==> src/rtl/dl_slp_dig_mc_pkg.sv <==
// Shared FSM encoding, default sizes and channel-index width helper for the
// multi-channel dual-slope ADC controller.
package dl_slp_pkg;

    localparam int DEF_RESOLUTION = 8;
    localparam int DEF_NUM_CH     = 4;

    typedef enum logic [2:0] {
        IDLE,
        RST_INT,
        RUNUP,
        RUNDOWN,
        NEXT
    } state_t;

    // Channel index needs at least one bit even for a single channel.
    function automatic int ch_w(input int n);
        return (n > 2) ? $clog2(n) : 1;
    endfunction

endpackage

==> src/rtl/dl_slp_dig_mc_if.sv <==
// Bus-side port group of the dual-slope controller: scan request in, results out.
interface dl_slp_dig_mc_if #(
    parameter int RESOLUTION = dl_slp_pkg::DEF_RESOLUTION,
    parameter int NUM_CH     = dl_slp_pkg::DEF_NUM_CH
);
    import dl_slp_pkg::*;

    localparam int CH_W = ch_w(NUM_CH);

    logic                  start;
    logic [NUM_CH-1:0]     ch_mask;
    logic [RESOLUTION-1:0] dig_out;
    logic [CH_W-1:0]       dig_ch;
    logic                  eoc;
    logic                  ovf;
    logic                  busy;

    modport master (
        output start, ch_mask,
        input  dig_out, dig_ch, eoc, ovf, busy
    );

    modport slave (
        input  start, ch_mask,
        output dig_out, dig_ch, eoc, ovf, busy
    );

endinterface

==> src/rtl/dl_slp_dig_mc_ch_scan.sv <==
// Channel scanner: holds the latched channel mask, points at its lowest set bit
// and retires that bit when the current channel is finished.
module dl_slp_ch_scan
    import dl_slp_pkg::*;
#(
    parameter int NUM_CH = DEF_NUM_CH,
    parameter int CH_W   = ch_w(NUM_CH)
) (
    input  logic              clk,
    input  logic              rst,
    input  logic              load,
    input  logic [NUM_CH-1:0] mask_in,
    input  logic              clr,
    output logic [CH_W-1:0]   cur,
    output logic              more
);

    logic [NUM_CH-1:0] mask;
    logic [NUM_CH-1:0] rest;

    always_ff @(posedge clk) begin
        if (rst) begin
            mask <= '0;
        end else if (load) begin
            mask <= mask_in;
        end else if (clr) begin
            mask <= rest;
        end
    end

    // Scanning downward lets the lowest set bit win.
    always_comb begin
        cur = '0;
        for (int i = NUM_CH - 1; i >= 0; i--) begin
            if (mask[i]) cur = CH_W'(i);
        end
    end

    assign rest = mask & ~(NUM_CH'(1) << cur);
    assign more = |rest;

endmodule

==> src/rtl/dl_slp_dig_mc.sv <==
// Multi-channel dual-slope ADC sequencer: integrator reset, fixed run-up and timed
// run-down per enabled channel. Define DL_SLP_AVG_EN to average 2^AVG_LOG2 conversions.
module dl_slp_dig_mc
    import dl_slp_pkg::*;
#(
    parameter int RESOLUTION = DEF_RESOLUTION,
    parameter int NUM_CH     = DEF_NUM_CH,
    parameter int RST_CYC    = 4,
    parameter int AVG_LOG2   = 2
) (
    input  logic                    clk,
    input  logic                    rst,
    dl_slp_dig_mc_if.slave          bus,
    input  logic                    cmp_out,
    output logic                    integrator_rstn,
    output logic                    integrator_sel,
    output logic [ch_w(NUM_CH)-1:0] ch_sel
);

    localparam int CH_W  = ch_w(NUM_CH);
    localparam int CNT_W = RESOLUTION + 1;
    localparam logic [CNT_W-1:0] RST_LAST   = CNT_W'(RST_CYC - 1);
    localparam logic [CNT_W-1:0] RUNUP_LAST = CNT_W'((1 << RESOLUTION) - 1);
    localparam logic [CNT_W-1:0] CODE_MAX   = CNT_W'((1 << RESOLUTION) - 1);

    state_t                state;
    state_t                state_nx;
    logic [CNT_W-1:0]      cnt;
    logic [CH_W-1:0]       cur_ch;
    logic                  more;
    logic                  load;
    logic                  rd_done;
    logic                  rd_ovf;
    logic                  last_conv;
    logic [RESOLUTION-1:0] rd_code;
    logic [RESOLUTION-1:0] res_code;
    logic                  res_ovf;

    assign load = (state == IDLE) && bus.start && (|bus.ch_mask);

    dl_slp_ch_scan #(.NUM_CH(NUM_CH), .CH_W(CH_W)) u_scan (
        .clk     (clk),
        .rst     (rst),
        .load    (load),
        .mask_in (bus.ch_mask),
        .clr     (state == NEXT),
        .cur     (cur_ch),
        .more    (more)
    );

    assign ch_sel          = cur_ch;
    assign integrator_rstn = (state == RUNUP) || (state == RUNDOWN);
    assign integrator_sel  = (state == RUNDOWN);
    assign bus.busy        = (state != IDLE);

    // Run-down ends when the comparator falls, or saturates at full scale while still high.
    assign rd_ovf  = cmp_out && (cnt == CODE_MAX);
    assign rd_done = !cmp_out || rd_ovf;
    assign rd_code = rd_ovf ? '1 : cnt[RESOLUTION-1:0];

    always_comb begin
        state_nx = state;
        case (state)
            IDLE:    if (load) state_nx = RST_INT;
            RST_INT: if (cnt == RST_LAST) state_nx = RUNUP;
            RUNUP:   if (cnt == RUNUP_LAST) state_nx = RUNDOWN;
            RUNDOWN: if (rd_done) state_nx = last_conv ? NEXT : RST_INT;
            NEXT:    state_nx = more ? RST_INT : IDLE;
            default: state_nx = IDLE;
        endcase
    end

    // Each phase counts from zero; the counter only advances while a phase is held.
    always_ff @(posedge clk) begin
        if (rst) begin
            state <= IDLE;
            cnt   <= '0;
        end else begin
            state <= state_nx;
            if (state_nx != state) begin
                cnt <= '0;
            end else if ((state == RST_INT) || (state == RUNUP) || (state == RUNDOWN)) begin
                cnt <= cnt + 1'b1;
            end
        end
    end

`ifdef DL_SLP_AVG_EN
    localparam int ACC_W  = RESOLUTION + AVG_LOG2;
    localparam int CONV_W = (AVG_LOG2 > 0) ? AVG_LOG2 : 1;

    logic [ACC_W-1:0]  acc;
    logic [ACC_W-1:0]  acc_sum;
    logic [CONV_W-1:0] conv;
    logic              ovf_acc;

    assign acc_sum   = acc + ACC_W'(rd_code);
    assign last_conv = (conv == CONV_W'((1 << AVG_LOG2) - 1));
    assign res_code  = acc_sum[ACC_W-1:AVG_LOG2];
    assign res_ovf   = ovf_acc | rd_ovf;

    always_ff @(posedge clk) begin
        if (rst) begin
            acc     <= '0;
            conv    <= '0;
            ovf_acc <= 1'b0;
        end else if ((state == RUNDOWN) && rd_done) begin
            if (last_conv) begin
                acc     <= '0;
                conv    <= '0;
                ovf_acc <= 1'b0;
            end else begin
                acc     <= acc_sum;
                conv    <= conv + 1'b1;
                ovf_acc <= res_ovf;
            end
        end
    end
`else
    // Without averaging every conversion finishes its channel.
    assign last_conv = (AVG_LOG2 >= 0);
    assign res_code  = rd_code;
    assign res_ovf   = rd_ovf;
`endif

    always_ff @(posedge clk) begin
        if (rst) begin
            bus.dig_out <= '0;
            bus.dig_ch  <= '0;
            bus.ovf     <= 1'b0;
            bus.eoc     <= 1'b0;
        end else begin
            bus.eoc <= 1'b0;
            if ((state == RUNDOWN) && rd_done && last_conv) begin
                bus.dig_out <= res_code;
                bus.dig_ch  <= ch_sel;
                bus.ovf     <= res_ovf;
                bus.eoc     <= 1'b1;
            end
        end
    end

endmodule

==> src/flat_wrapper.sv <==
// flat-port wrapper written by rule: the top's interface ports become plain ports
module dl_slp_dig_mc_flat import dl_slp_pkg::*;
#(
    parameter int RESOLUTION = DEF_RESOLUTION,
    parameter int NUM_CH     = DEF_NUM_CH,
    parameter int RST_CYC    = 4,
    parameter int AVG_LOG2   = 2
)
  (clk, rst, cmp_out, integrator_rstn, integrator_sel, ch_sel, bus_start, bus_ch_mask, bus_dig_out, bus_dig_ch, bus_eoc, bus_ovf, bus_busy);
  dl_slp_dig_mc_if #(.RESOLUTION(RESOLUTION), .NUM_CH(NUM_CH)) bus_i ();
  input  logic clk;
  input  logic rst;
  input  logic cmp_out;
  output logic integrator_rstn;
  output logic integrator_sel;
  output logic [ch_w(NUM_CH)-1:0] ch_sel;
  input wire logic [$bits(bus_i.start)-1:0] bus_start;
  input wire logic [$bits(bus_i.ch_mask)-1:0] bus_ch_mask;
  output wire logic [$bits(bus_i.dig_out)-1:0] bus_dig_out;
  output wire logic [$bits(bus_i.dig_ch)-1:0] bus_dig_ch;
  output wire logic [$bits(bus_i.eoc)-1:0] bus_eoc;
  output wire logic [$bits(bus_i.ovf)-1:0] bus_ovf;
  output wire logic [$bits(bus_i.busy)-1:0] bus_busy;
  assign bus_i.start = bus_start;
  assign bus_i.ch_mask = bus_ch_mask;
  assign bus_dig_out = bus_i.dig_out;
  assign bus_dig_ch = bus_i.dig_ch;
  assign bus_eoc = bus_i.eoc;
  assign bus_ovf = bus_i.ovf;
  assign bus_busy = bus_i.busy;
  dl_slp_dig_mc #(.RESOLUTION(RESOLUTION), .NUM_CH(NUM_CH), .RST_CYC(RST_CYC), .AVG_LOG2(AVG_LOG2)) u_core (.clk(clk), .rst(rst), .bus(bus_i), .cmp_out(cmp_out), .integrator_rstn(integrator_rstn), .integrator_sel(integrator_sel), .ch_sel(ch_sel));
endmodule
==> config.mk <==
export PLATFORM = sky130hd
export DESIGN_NAME = dl_slp_dig_mc_flat
export DESIGN_NICKNAME = d
export VERILOG_FILES = /design/src/rtl/dl_slp_dig_mc_pkg.sv /design/src/rtl/dl_slp_dig_mc_if.sv /design/src/rtl/dl_slp_dig_mc_ch_scan.sv /design/src/rtl/dl_slp_dig_mc.sv /design/src/flat_wrapper.sv
export SDC_FILE = /design/constraint.sdc
export NUM_CORES = 1
export LEC_CHECK = 0
export CORE_MARGIN = 2
export CORE_UTILIZATION = 41
export CTS_CLUSTER_DIAMETER = 80
export CTS_CLUSTER_SIZE = 14
export DETAILED_ROUTE_END_ITERATION = 10
export DONT_BUFFER_PORTS = 1
export PLACE_DENSITY = 0.64
export SETUP_SLACK_MARGIN = 0.3
export SYNTH_ARGS = -nofsm -noshare
export SYNTH_HDL_FRONTEND = slang
export SYNTH_HIERARCHICAL = 1
export SYNTH_SLANG_ARGS = --single-unit
==> constraint.sdc <==
create_clock -name clk -period 2.9 [get_ports clk]
set_input_delay 0.58 -clock clk [delete_from_list [all_inputs] [get_ports clk]]
set_output_delay 0.58 -clock clk [all_outputs]
set_load 0.01 [all_outputs]
# Yosys cells after proc, flatten, opt, wreduce, memory -nomap -nowiden
# Cells that the tools add are included.
[classes]
addsub = 1
eq_ne = 7
n_shift = 1
n_mux = 14
bitwise_logic = 2
n_reduce_logical = 15
[ops]
columns = ["cell", "count"]
rows = [
  ["case mux 3 bit (5 select lines)", 1],
  ["two-way mux 3 bit", 4],
  ["adder 9 x 1 -> 9 bit (second input constant)", 1],
  ["equality test 9 x 2 -> 1 bit (second input constant)", 1],
  ["equality test 9 x 8 -> 1 bit (second input constant)", 1],
  ["two-way mux 2 bit", 4],
  ["two-way mux 4 bit", 2],
  ["two-way mux 8 bit", 1],
  ["OR reduction 4 bit", 2],
  ["equality test 3 x 2 -> 1 bit (second input constant)", 2],
  ["bitwise AND 4 bit", 1],
  ["logical AND 1 bit", 4],
  ["logical OR 1 bit", 4],
  ["inverter 4 bit", 1],
  ["left shift 1 x 2 -> 4 bit (first input constant)", 1],
  ["equality test 3 x 1 -> 1 bit (second input constant)", 1],
  ["equality test 3 bit (second input constant)", 1],
  ["zero test 3 bit", 1],
  ["!= test 3 bit", 1],
  ["nonzero test 3 bit", 1],
  ["two-way mux 1 bit", 2],
  ["nonzero test 2 bit", 1],
  ["OR reduction 2 bit", 1],
  ["zero test 1 bit", 1],
]
[totals]
register_bits = 28
inputBits = 8
output_inout_bits = 17
elab_cells = 47

# Logic depth before layout (Yosys ltp)
[depth]
depth_word = 12
depth_mapped = 9
ltp_nobuf = 8

# Cells and area by module
# The synthesis kept the hierarchy.
[modules_own_cells]
columns = ["module", "n_inst", "cells_each", "area_per_inst_um2"]
rows = [
  ["dl_slp_dig_mc", 1, 120, 1142.3],
  ["dl_slp_ch_scan", 1, 26, 210.2],
]

# Worst setup path after synthesis
# No wires, ideal clock.
[synth_timing]
path_kind = "input-to-reg"
start = "input bus_ch_mask[1]"
end = "register u_core.u_scan.mask[3]"
setup_time_ns = 0.066
arrival_time_ns = 1.832
required_time_ns = 2.834
path_slack_ns = 1.002
path_stages = 5
path_buffers = 1
cell_sequence = "or4_4 -> and3_4 -> clkbuf_1 -> a211o_1 -> a21oi_2"
[synth_between]
elab_chain_cells = 3
elab_cells_between_ends = 4
cone_classes = "mux (1); reduce/logical (3)"
[synth_rtl]
columns = ["item", "line", "text"]
rows = [
  ["start: declaration", "flat_wrapper.sv:18", "input wire logic [$bits(bus_i.ch_mask)-1:0] bus_ch_mask;"],
  ["OR reduction 4 bit (*)", "dl_slp_dig_mc.sv:39", "assign load = (state == IDLE) && bus.start && (|bus.ch_mask);"],
  ["logical AND 1 bit (*)", "dl_slp_dig_mc.sv:39", ""],
  ["net u_core.load", "dl_slp_dig_mc.sv:31", "logic load;"],
  ["two-way mux 4 bit / nonzero test 2 bit (equally long branches)", "n/a", ""],
  ["end signal: assignment", "dl_slp_dig_mc_ch_scan.sv:25", "mask <= mask_in;"],
  ["end signal: assignment", "dl_slp_dig_mc_ch_scan.sv:27", "mask <= rest;"],
  ["end: declaration", "dl_slp_dig_mc_ch_scan.sv:18", "logic [NUM_CH-1:0] mask;"],
]
# The timed path passes the listed nets; every way through them passes the cells marked *.
# A chain may end at the register's enable or synchronous reset.

# Worst setup path in the final report
[layout_timing]
start = "register u_core.cnt[0]"
end = "register u_core.cnt[6]"
[layout_between]
elab_chain_cells = 7
elab_cells_between_ends = 11
cone_classes = "add/sub (1); eq/ne (3); mux (4); reduce/logical (3)"
[layout_rtl]
columns = ["item", "line", "text"]
rows = [
  ["start: declaration", "dl_slp_dig_mc.sv:28", "logic [CNT_W-1:0] cnt;"],
  ["start signal: assignment", "dl_slp_dig_mc.sv:83", "cnt <= cnt + 1'b1;"],
  ["equality test 9 x 8 -> 1 bit", "dl_slp_dig_mc.sv:57, dl_slp_dig_mc.sv:66", ""],
  ["logical AND 1 bit", "dl_slp_dig_mc.sv:57", "assign rd_ovf = cmp_out && (cnt == CODE_MAX);"],
  ["logical OR 1 bit", "dl_slp_dig_mc.sv:58", "assign rd_done = !cmp_out || rd_ovf;"],
  ["two-way mux 3 bit", "dl_slp_dig_mc.sv:67", "RUNDOWN: if (rd_done) state_nx = last_conv ? NEXT : RST_INT;"],
  ["case mux 3 bit (5 select lines)", "dl_slp_dig_mc.sv:63", "case (state)"],
  ["!= test 3 bit", "dl_slp_dig_mc.sv:80", "if (state_nx != state) begin"],
  ["OR reduction 2 bit (no line)", "n/a", ""],
]
# Several ways; a longest one is shown, not always the timed one.

==> parameters.txt <==
Parameter                              Value

Status
  Outcome ... completed

STA
  Final period utilization ... 71.4%
  Worst Tran Pin Value ... between 0.5 and 0.6 ns
  Number of max-slew violations in the final report ... 0
  Hold Violations, Final ... 0
  Setup repair after global routing missed its margin ... false
  Slew margin rel. ... 64.1%
  Sum of negative setup slack ... 0 ns
  Setup-violating endpoint count in the final report ... 0
  Time the worst path needs with I/O delays and setup ... 2.07 ns
  Setup clock skew after layout ... 0.00366 ns
  Upper clock frequency limit ... a little under 500 MHz

CTS
  Clk root buf ... clkbuf_4
  Deepest level of the CTS H-tree ... 1
  Number of sinks on the clock net ... 28
  Clock edge transition at the registers on the reported setup and hold paths ... approximately 0.15 ns
  CTS Buf Count ... 3
  Number of buffers inserted by hold repair at cts ... 0
  Setup Fix Bufs, Post-CTS ... 0
  Post-cts sizing count ... 0
  Clock Tree Buf Depth ... 2
  TritonCTS clock tree ... done
  Clock latency reported for the late side of the worst-skew pair ... ~0.33 ns

Global routing
  Antenna violations before repair ... 0
  Maximum number of pins on one net before global-route repair ... 17
  Global-route wire length before repair ... around 4.7 mm
  Grt total ovfl ... 0
  Number of global-route vias before repair ... ~1.1k
  Total global routing track utilization ... 16.7%

Detailed routing
  Number of design rule violations left after detail routing ... 0
  Via count ... 1018
  Antenna Violating Nets Remaining ... 0
  Count of routing violations after the opening detailed-route iteration ... 47
  Post-detailed-routing wire length ... around 2.7 mm
  Drt wl/cell ... between 10 and 15 um
  Post-DR vias/cell ... around 5.5
  Length of the first detailed-routing pass in iterations ... 4

Die
  Starting density of the core ... 43.6%
  Die Height ... roughly 61 um
  Count of standard-cell rows ... 20
  Die ar. ... approximately 3800 sq um
  Standard cell core area ... 3100 sq um
  Count of pins on the block boundary ... 25
  Width of the die ... around 60 um

Layout
  Number of fillers in the final layout ... around 330
  Area of the multi-input gates ... about 710 sq um
  Proportion of layout cells with a drive suffix above 1 ... 12.0%
  Post-layout net count ... between 150 and 200
  Final cell utilization of the core ... 45.4%
  Count of antenna diodes in the layout ... 0
  Sequential Area ... approximately 560 sq um
  P&R area growth vs syn ... 4.16%

Place
  Input/output buffers ... 0
  Half-perimeter wire length of the detailed placement result ... 1.94 mm
  Placer's final routability congestion estimate ... roughly 0.85

Synth
  Average instance area after synthesis ... between 9 and 10 sq um
  Cell accounting for the most synthesized area ... dfxtp_1
  Library cells used by synthesis ... 44
  Flop and latch count out of synthesis ... 28
  Area of the mapped netlist ... around 1400 sq um
  Async S/R FF share, synth ... 0%
  Number of instances in the synthesized netlist ... 146
  Top-area cell type share of the netlist area ... between 40% and 50%
  Post-synth EDFFs ... 0
  Mapped Nets ... 156
  Most used standard cell by instance count after synthesis ... dfxtp_1
  List of most frequent post-synthesis cells ... 28 x dfxtp_1, 23 x nor2_1, 8 x o2bb2ai_1
  Fraction of the yosys area taken by sequential cells ... 41.4%
  Number of warnings printed during yosys synthesis ... 6
  Top FF cell, synth ... dfxtp_1
  Synth top area cells ... dfxtp_1 41%, nor2_1 6.4%, o2bb2ai_1 5.2%

Hold path
  Hold Crit Depth ... 1
  Worst-case hold path end point ... u_core/state[1]
  Hold Path Origin ... rst
  Classification of the worst-slack hold path ... in2reg

Run
  Maximum Capacitance Violations ... 0

Critical path
  Slowest cell on crit path ... dfxtp_1
  Category of the worst setup path capture point ... register
  Arrival time reported for the critical path endpoint ... 2.29 ns
  Data required, critical path ... 3.12 ns
  Largest incremental delay on the critical path ... 0.43 ns
  Top fanout value on the critical path ... 9
  Worst Setup Path Type ... reg2reg
  Reg-to-reg setup timing slack ... around 0.83 ns
  Crit Reg-Reg Endpoint ... u_core/cnt[6]
  Count of buffering cells on the critical path with inverters included ... 0
  Register-to-Register Path Depth ... 8
  Startpoint of the lowest-slack register-to-register path ... u_core/cnt[0]
  Sequence of cells on the critical path ... ha_1 > nand3_1 > nor2_1 > ha_1 > nand2b_1 > a2111oi_4 > a22oi_2 > nor2_1
  Family of cells with the greatest summed delay on the critical path ... simple AND/OR/NAND/NOR gates
  Type of origin of the critical path ... register

Power and ir drop
  Leakage power total ... 0.000491 uW
  Cell Pwr Density ... about 510 nW/um^2
  Worst voltage drop across the vdd grid ... between 200 and 250 uV
  Net switching power of the design ... between 150 and 200 uW
  Power share of the combinational group ... ~8.7%
  Cell-internal power ... roughly 560 uW
  Share of total power in the clock network ... a little over a third
  Share of total power in sequential cells ... a little under three fifths
  Net Sw Frac ... between 20% and 30%
-- registers in the layout, indices dropped and copies added (netlist names) --
register,flops
u_core/bus.dig_ch,2
u_core/bus.dig_out,8
u_core/bus.eoc,1
u_core/bus.ovf,1
u_core/cnt,9
u_core/state,3
u_core/u_scan/mask,4
-- cell type report --
cell class	instances	share of cell area, %
multi-input combinational	102	50.3
sequential	28	39.8
tap	44	3.91
inverter	8	2.31
clock inverter	1	2.13
clock buffer	3	1.60
-- worst reg2reg max path: stages (launching register included) --
cell	delay (ns)
dfxtp_1	0.43
ha_1	0.27
nand3_1	0.10
nor2_1	0.11
ha_1	0.24
nand2b_1	0.22
a2111oi_4	0.09
a22oi_2	0.39
nor2_1	0.11
-- logic make-up after synthesis --
kind of cell             after synthesis  share of synthesized area (%)
flip-flops                            28                           41.4
adder cells (fa/ha/maj)                2                           1.85
XOR/XNOR                               7                           4.53
AND/OR/NAND/NOR                       61                           25.4
buffers and inverters                 16                           6.20
AO/OA/AOI/OAI                         32                           20.5
-- routing by layer --
layer,up-vias,routed length [um],global-route usage (%),share of wire (%)
met5,-,0,0,0
met4,0,15,6.38,0.56
met3,2,181,4.62,6.8
met2,32,1190,27.2,44
met1,471,1290,21.1,48
li1,513,-,-,-
-- per-stage QoR --
step	worst slack, ns	area, sq um	cells	hold slack [ns]	power, uW
6_report	0.830	1410	186	0.287	723
5_1_grt	0.673	1410	186	0.262	751
4_1_cts	0.843	1410	186	0.269	731
3_5_place_dp	0.868	1360	182	0.504	475
3_3_place_gp	0.973	1360	182	0.496	472
2_1_floorplan	1.00	1350	146	0.467	467
-- how the worst max path moves through the flow --
| stage | from | end | slack [ns] | cells after the start |
|---|---|---|---|---|
| detailed placement | u_core/cnt[0] | u_core/cnt[6] | 0.87 | 8 |
| global route | u_core/cnt[1] | u_core/cnt[0] | 0.67 | 8 |
| global placement | u_core/cnt[0] | u_core/cnt[8] | 0.97 | 8 |
| floorplan | bus_ch_mask[1] | u_core/u_scan/mask[3] | 1.00 | 5 |
| finish | u_core/cnt[0] | u_core/cnt[6] | 0.83 | 8 |
| CTS | u_core/cnt[0] | u_core/cnt[6] | 0.84 | 8 |
-- power groups by stage --
stage / logic, uW / registers [uW] / clock network (uW)
global route: 70.6 / 407 / 274
CTS: 63.3 / 404 / 263
global placement: 61.4 / 411 / 0
floorplan: 59.3 / 407 / 0
detailed placement: 62.7 / 412 / 0
finish: 62.8 / 404 / 256
-- cell usage in the layout (no fill, tap or decap), types with 3 or more instances in the layout --
cell type  instances
dfxtp_1           28
xor2_1             3
nor2_1            23
a211oi_1           3
xnor2_1            4
inv_1              7
nand4_1            3
nor3b_1            3
o2bb2ai_1          8
clkbuf_4           3
nor3_1             4
nand2_1            7
nand3b_1           3
a21oi_1            5
Power figures use the tool's default switching activity.
